==> src/rtl/text_row_fetcher_if.sv <==
// VRAM read port between the row fetcher (master) and the shared VRAM (slave).
interface text_row_fetcher_if;
  logic [10:0] vram_addr;
  logic        vram_en;
  logic [31:0] vram_rdata;

  modport master (output vram_addr, output vram_en, input vram_rdata);
  modport slave  (input vram_addr, input vram_en, output vram_rdata);
endinterface

==> src/rtl/text_row_fetcher.sv <==
// Character-row line buffer for the text-mode color mapper: refills one row of
// VRAM during horizontal blanking and serves the current two-cell word per pixel.
module text_row_fetcher #(
  parameter int WORDS_PER_ROW = 40,
  parameter int ROWS          = 30,
  parameter int READ_LATENCY  = 2,
  parameter int H_ACTIVE      = 640,
  parameter int H_TOTAL       = 800,
  parameter int V_ACTIVE      = 480,
  parameter int V_TOTAL       = 525
) (
  input  logic               clk,
  input  logic               reset,
  input  logic [9:0]         DrawX,
  input  logic [9:0]         DrawY,
  text_row_fetcher_if.master vram,
  output logic [31:0]        cp_word,
  output logic               fetch_busy,
  output logic               underrun
);

  localparam logic [1:0] ST_IDLE  = 2'd0;
  localparam logic [1:0] ST_ISSUE = 2'd1;
  localparam logic [1:0] ST_DRAIN = 2'd2;
  localparam logic [5:0] LAST_IDX = 6'(WORDS_PER_ROW - 1);

  logic [1:0]              state_r;
  logic [10:0]             addr_r;
  logic                    en_r;
  logic [5:0]              issue_idx_r;
  logic                    busy_r;
  logic                    underrun_r;
  logic                    trig_line_r;
  logic [31:0]             line_buf_r [WORDS_PER_ROW];
  logic [READ_LATENCY-1:0] pipe_valid_r;
  logic [5:0]              pipe_idx_r [READ_LATENCY];

  logic                    trigger_s;
  logic [5:0]              row_s;
  logic [10:0]             base_s;
  logic                    drain_done_s;

  // Row-fetch trigger decode at the first blanking pixel of a line
  always_comb begin
    trigger_s = 1'b0;
    row_s     = 6'd0;
    if (DrawX == 10'(H_ACTIVE)) begin
      if (DrawY == 10'(V_TOTAL - 1)) begin
        trigger_s = 1'b1;
        row_s     = 6'd0;
      end else if ((DrawY < 10'(V_ACTIVE)) && (DrawY[3:0] == 4'hF) &&
                   (({1'b0, DrawY[9:4]} + 7'd1) < 7'(ROWS))) begin
        trigger_s = 1'b1;
        row_s     = DrawY[9:4] + 6'd1;
      end else begin
        trigger_s = 1'b0;
        row_s     = 6'd0;
      end
    end else begin
      trigger_s = 1'b0;
      row_s     = 6'd0;
    end
  end

  assign base_s = 11'(row_s) * 11'(WORDS_PER_ROW);

  // Drain ends once nothing is left behind the output stage of the return pipe
  always_comb begin
    drain_done_s = 1'b1;
    for (int k = 0; k < READ_LATENCY - 1; k++) begin
      drain_done_s = drain_done_s & ~pipe_valid_r[k];
    end
  end

  // Fetch state machine: one read per cycle, then wait for returns
  always_ff @(posedge clk) begin
    if (reset) begin
      state_r     <= ST_IDLE;
      addr_r      <= 11'd0;
      en_r        <= 1'b0;
      issue_idx_r <= 6'd0;
      busy_r      <= 1'b0;
    end else begin
      case (state_r)
        ST_IDLE: begin
          if (trigger_s) begin
            state_r     <= ST_ISSUE;
            addr_r      <= base_s;
            en_r        <= 1'b1;
            issue_idx_r <= 6'd0;
            busy_r      <= 1'b1;
          end
        end
        ST_ISSUE: begin
          if (issue_idx_r == LAST_IDX) begin
            state_r <= ST_DRAIN;
            en_r    <= 1'b0;
          end else begin
            addr_r      <= addr_r + 11'd1;
            issue_idx_r <= issue_idx_r + 6'd1;
          end
        end
        ST_DRAIN: begin
          if (drain_done_s) begin
            state_r <= ST_IDLE;
            busy_r  <= 1'b0;
          end
        end
        default: begin
          state_r <= ST_IDLE;
          en_r    <= 1'b0;
          busy_r  <= 1'b0;
        end
      endcase
    end
  end

  // Sticky underrun: the fetch started on this line outlived the line
  always_ff @(posedge clk) begin
    if (reset) begin
      underrun_r  <= 1'b0;
      trig_line_r <= 1'b0;
    end else begin
      if ((state_r == ST_IDLE) && trigger_s) begin
        trig_line_r <= 1'b1;
      end else if (DrawX == 10'(H_TOTAL - 1)) begin
        trig_line_r <= 1'b0;
      end
      if ((DrawX == 10'(H_TOTAL - 1)) && trig_line_r && (state_r != ST_IDLE)) begin
        underrun_r <= 1'b1;
      end
    end
  end

  // Return pipe tracks each issued word index until its data arrives
  always_ff @(posedge clk) begin
    if (reset) begin
      pipe_valid_r <= {READ_LATENCY{1'b0}};
      for (int k = 0; k < READ_LATENCY; k++) begin
        pipe_idx_r[k] <= 6'd0;
      end
      for (int w = 0; w < WORDS_PER_ROW; w++) begin
        line_buf_r[w] <= 32'd0;
      end
    end else begin
      pipe_valid_r[0] <= en_r;
      pipe_idx_r[0]   <= issue_idx_r;
      for (int k = 1; k < READ_LATENCY; k++) begin
        pipe_valid_r[k] <= pipe_valid_r[k-1];
        pipe_idx_r[k]   <= pipe_idx_r[k-1];
      end
      if (pipe_valid_r[READ_LATENCY-1]) begin
        line_buf_r[pipe_idx_r[READ_LATENCY-1]] <= vram.vram_rdata;
      end
    end
  end

  // Zero-latency word select for the current pixel; blanking reads as zero
  always_comb begin
    cp_word = 32'd0;
    if ((DrawX < 10'(H_ACTIVE)) && (DrawY < 10'(V_ACTIVE)) &&
        (DrawX[9:4] < 6'(WORDS_PER_ROW))) begin
      cp_word = line_buf_r[DrawX[9:4]];
    end else begin
      cp_word = 32'd0;
    end
  end

  assign vram.vram_addr = addr_r;
  assign vram.vram_en   = en_r;
  assign fetch_busy     = busy_r;
  assign underrun       = underrun_r;

endmodule

==> src/flat_wrapper.sv <==
// flat-port wrapper written by rule: the top's interface ports become plain ports
module text_row_fetcher_flat 
#(
  parameter int WORDS_PER_ROW = 40,
  parameter int ROWS          = 30,
  parameter int READ_LATENCY  = 2,
  parameter int H_ACTIVE      = 640,
  parameter int H_TOTAL       = 800,
  parameter int V_ACTIVE      = 480,
  parameter int V_TOTAL       = 525
)
  (clk, reset, DrawX, DrawY, cp_word, fetch_busy, underrun, vram_vram_addr, vram_vram_en, vram_vram_rdata);
  text_row_fetcher_if vram_i ();
  input  logic clk;
  input  logic reset;
  input  logic [9:0] DrawX;
  input  logic [9:0] DrawY;
  output logic [31:0] cp_word;
  output logic fetch_busy;
  output logic underrun;
  output wire logic [$bits(vram_i.vram_addr)-1:0] vram_vram_addr;
  output wire logic [$bits(vram_i.vram_en)-1:0] vram_vram_en;
  input wire logic [$bits(vram_i.vram_rdata)-1:0] vram_vram_rdata;
  assign vram_vram_addr = vram_i.vram_addr;
  assign vram_vram_en = vram_i.vram_en;
  assign vram_i.vram_rdata = vram_vram_rdata;
  text_row_fetcher #(.WORDS_PER_ROW(WORDS_PER_ROW), .ROWS(ROWS), .READ_LATENCY(READ_LATENCY), .H_ACTIVE(H_ACTIVE), .H_TOTAL(H_TOTAL), .V_ACTIVE(V_ACTIVE), .V_TOTAL(V_TOTAL)) u_core (.clk(clk), .reset(reset), .DrawX(DrawX), .DrawY(DrawY), .vram(vram_i), .cp_word(cp_word), .fetch_busy(fetch_busy), .underrun(underrun));
endmodule
==> config.mk <==
export PLATFORM = sky130hd
export DESIGN_NAME = text_row_fetcher_flat
export DESIGN_NICKNAME = d
export VERILOG_FILES = /design/src/rtl/text_row_fetcher_if.sv /design/src/rtl/text_row_fetcher.sv /design/src/flat_wrapper.sv
export SDC_FILE = /design/constraint.sdc
export NUM_CORES = 2
export LEC_CHECK = 0
export BUFFER_PORTS_ARGS = -buffer_cell sky130_fd_sc_hd__buf_2
export CAP_MARGIN = 20
export CORE_MARGIN = 3
export CORE_UTILIZATION = 50
export CTS_BUF_LIST = sky130_fd_sc_hd__clkbuf_4
export DETAILED_ROUTE_END_ITERATION = 7
export MAX_ROUTING_LAYER = met4
export PLACE_DENSITY_LB_ADDON = 0.1
export SYNTH_ARGS = -nofsm -noshare
export SYNTH_HDL_FRONTEND = slang
export SYNTH_SLANG_ARGS = --single-unit
==> constraint.sdc <==
create_clock -name clk -period 7.5 [get_ports clk]
set_input_delay 0.375 -clock clk [delete_from_list [all_inputs] [get_ports clk]]
set_output_delay 0.375 -clock clk [all_outputs]
set_load 0.1 [all_outputs]
==> results.cfg <==
[logic_synthesis]
ys.warnings.count = 0
synthTopCellsByArea = edfxtp_1 (64%), and2_1 (13%), mux4_2 (12%)
synth-seq-cells = 1317
syn_inst = 3902
synth_compound_area_frac = 0.0219
ys_types = 61
yosysTopAreaCellShare = 0.637
synthMuxAreaShare = 0.146
synth_enable_flop_cells = 1280
avgSynthCellArea_um2 = 15.5
synthSimpleGateAreaFrac = 0.149
ys_seq_area_frac = 0.649
syn_nets = 3969
synth_ff_type = edfxtp_1
synthXorXnorAreaFrac = 0.000871
synth_top_family_by_area = simple AND/OR/NAND/NOR gates
yosys.area.top_type = edfxtp_1
async_reset_ff_frac = 0
syn_area_um2 = 60400
synthAdderAreaFrac = 0.00282

[setup_path]
crit_chain = buf_8 -> buf_12 -> mux4_2 -> mux2i_1 -> o22ai_1 -> o211ai_1 -> o21ai_1 -> buf_2
arrival_ns = 4.12
cp-end-kind = output port
crit_family = buffers and inverters
critPathLaunchType = input pin
crit_slowest_cell = mux4_2
crit_type = input pin to output port
crit_fanout = 76
max_stage_delay_ns = 0.61
critPathBufInv = 3
crit_required_ns = 7.12

[detailed_routing]
initialDrtViolationCount = 3752
wirelength_um = 176000
drc = 0
via_per_inst = 5.96
ant_nets = 0
dr.pass1.iters = 5
via_count = 35444
wl_per_cell_um = 29.7

[sta]
setup_viol = 0
fin_crit_ns = 4.49
hold_viol = 0
tns_ns = 0
period_share = 0.599
rsz0062_at_grt = false
slew_headroom = 0.115
tightest_slew_ns = 1.33
holdWs_ns = 0.210
max_freq_mhz = 223
drv_slew = 0
finalClockSkew_ns = 0.0561

[die]
ios = 100
rows = 126
die_h_um = 353
coreArea_um2 = 119000
start_util = 0.508
die_x_um = 353
dieArea_um2 = 125000

[grt]
grt_util_all_layers = 0.294
grt_pass1_vias = 37450
antenna_found_initial = 13
grt-ovfl-total = 0
grt_first_pass_wirelength_um = 255000
grt_max_degree = 136

[pwr]
power.total_uw = 15700
vdd_drop_max_v = 0.000128
p_leak_uw = 0.0249
powerDensity_nw_per_um2 = 233

[final_layout]
drive_gt1_frac = 0.263
fillers = 9477
layout.nets = 4169
syn2layout_area_growth_pct = 11.7
final_cells = 5948

[run_status]
status = finished, final reports clean

[clock_tree]
clk_latency_ns = 1.22
root_buffer = clkbuf_4
cts_buffers = 364
cts_resized = 0
clock_path_buffers = 4
clock_sinks = 1317
h-tree-depth = 5
clk_pin_slew_ns = 0.06
cts_tree = yes

[placed_design]
port_buffers = 99
gp_congestion = 0.859
placedCellCount = 5278
dp_hpwl_um = 96800

[flow_run]
drv_cap = 0

[hold_path]
min_path_type = input pin to flop
-- report_power, final --
group | total (uW) | switching [uW] | internal [uW]
Combinational | 1180 | 810 | 370
Sequential | 8340 | 61.2 | 8280
Clock | 6160 | 2900 | 3260
-- synth_stat cells (2+ instances only) --
cell type  number
and2_1       1285
edfxtp_1     1280
mux4_2        323
clkbuf_1      302
mux2i_1       155
nor2_1         63
o21ai_0        52
buf_2          43
dfxtp_1        37
nand2_1        29
o21ai_1        28
a22oi_1        26
o22ai_1        24
o211ai_1       23
nand3_1        22
a21oi_1        21
nor2b_1        20
buf_4          18
buf_6          15
ha_1           12
nand4_1        12
clkbuf_2       10
inv_1          10
nand2b_1       10
o221ai_1        8
nand3b_1        5
xnor2_1         5
buf_1           4
o32ai_1         4
or2_2           4
a31oi_1         3
nor4_1          3
nor4b_1         3
o221a_2         3
o31ai_1         3
or3_1           3
a21boi_0        2
and3_1          2
buf_12          2
buf_8           2
nand4b_1        2
nor3_1          2
o2111ai_1       2
o211ai_2        2
or3b_2          2
-- path summary, 6_finish.rpt --
path                                           start                                       to  slack, ns  cells after the start
setup / recovery                            DrawX[4]                               cp_word[4]       3.01                      8
hold / removal                                 reset           u_core.state_r[0]$_SDFFE_PP0P_       0.21                      3
setup reg to reg  u_core.pipe_idx_r[0][6]$_SDFF_PP0_  u_core.line_buf_r[28][21]$_SDFFCE_PN0P_       4.07                      4
hold reg to reg   u_core.pipe_idx_r[0][4]$_SDFF_PP0_      u_core.pipe_idx_r[0][10]$_SDFF_PP0_       0.43                      1
-- cells by family (layout without fill, tap and decap cells) --
| kind of cell | Yosys count | after routing |
|---|---|---|
| adders and majority gates | 13 | 13 |
| DFF | 1317 | 1317 |
| other | 1 | 10 |
| buffers and inverters | 407 | 844 |
| xor gates and xnor gates | 6 | 6 |
| AOI/OAI and AO/OA | 208 | 208 |
| and+or+nand+nor | 1472 | 1472 |
| muxes | 478 | 478 |
-- final cells by class --
class                           count  area (um2)  area share
Clock buffer                      535        4020      0.0596
Sequential cell                  1317       39200       0.581
Inverter                           10        40.0    0.000594
Tap cell                         1600        2000      0.0297
Clock inverter                     68         288     0.00427
Antenna cell                        9        22.5    0.000334
Timing Repair Buffer              231        1770      0.0263
Multi-Input combinational cell   2178       20100       0.298
-- routing by layer --
metal | up-vias | track usage | routed length [um]
li1 | 14966 | - | -
met1 | 18457 | 0.389 | 71400
met2 | 1732 | 0.448 | 83100
met3 | 289 | 0.0677 | 16100
met4 | 0 | 0.110 | 5930
met5 | - | - | 0
-- layout by cell type, fill, tap and decap left out, types with 10 or more instances in the layout --
cell           instances
dfxtp_1               37
a21oi_1               21
o21ai_4               40
buf_4                 72
nor2b_1               19
and2_1              1285
edfxtp_1            1280
clkinv_1              56
nor2_1                22
a22oi_1               26
nand2_1               29
ha_1                  12
o21ai_1               28
nor2_4                35
dlygate4sd3_1         53
mux4_2               323
nand4_1               12
nand3_1               22
mux2i_1              155
buf_2                 95
o22ai_1               24
clkbuf_4             535
o211ai_1              23
o21ai_0               12
nand2b_1              10
-- sequential cells by signal, summed over array words and instances, names as in the netlist --
register and count:
u_core.underrun 1, u_core.vram.vram_en 1, u_core.trig_line_r 1, u_core.fetch_busy 1, u_core.state_r 2, u_core.pipe_valid_r 2
u_core.pipe_idx_r 12, u_core.line_buf_r 1280, u_core.vram.vram_addr 11, u_core.issue_idx_r 6
-- stage by stage --
step | setup WS (ns) | instance area [um2] | util
2_1_floorplan | 3.49 | 60400 | -
3_3_place_gp | 3.00 | 62400 | 0.525
3_5_place_dp | 3.04 | 62400 | 0.525
4_1_cts | 3.01 | 67200 | 0.565
5_1_grt | 2.95 | 67400 | 0.567
6_report | 3.01 | 67400 | 0.567
-- what timing repair did --
item / 4_1_cts / 5_1_grt
endpoints found under the hold margin: 1317 / 8
buffers inserted: 0 / 0
hold buffers: 49 / 4
setup endpoints to repair: 0 / 0
-- worst register-to-register path: stages, from the launching register on --
cell and delay (ns):
dfxtp_1 0.31, nor3b_1 0.61, nand2_1 0.87, o21ai_4 0.75, buf_4 0.49
(Power assumes the default switching activity.)
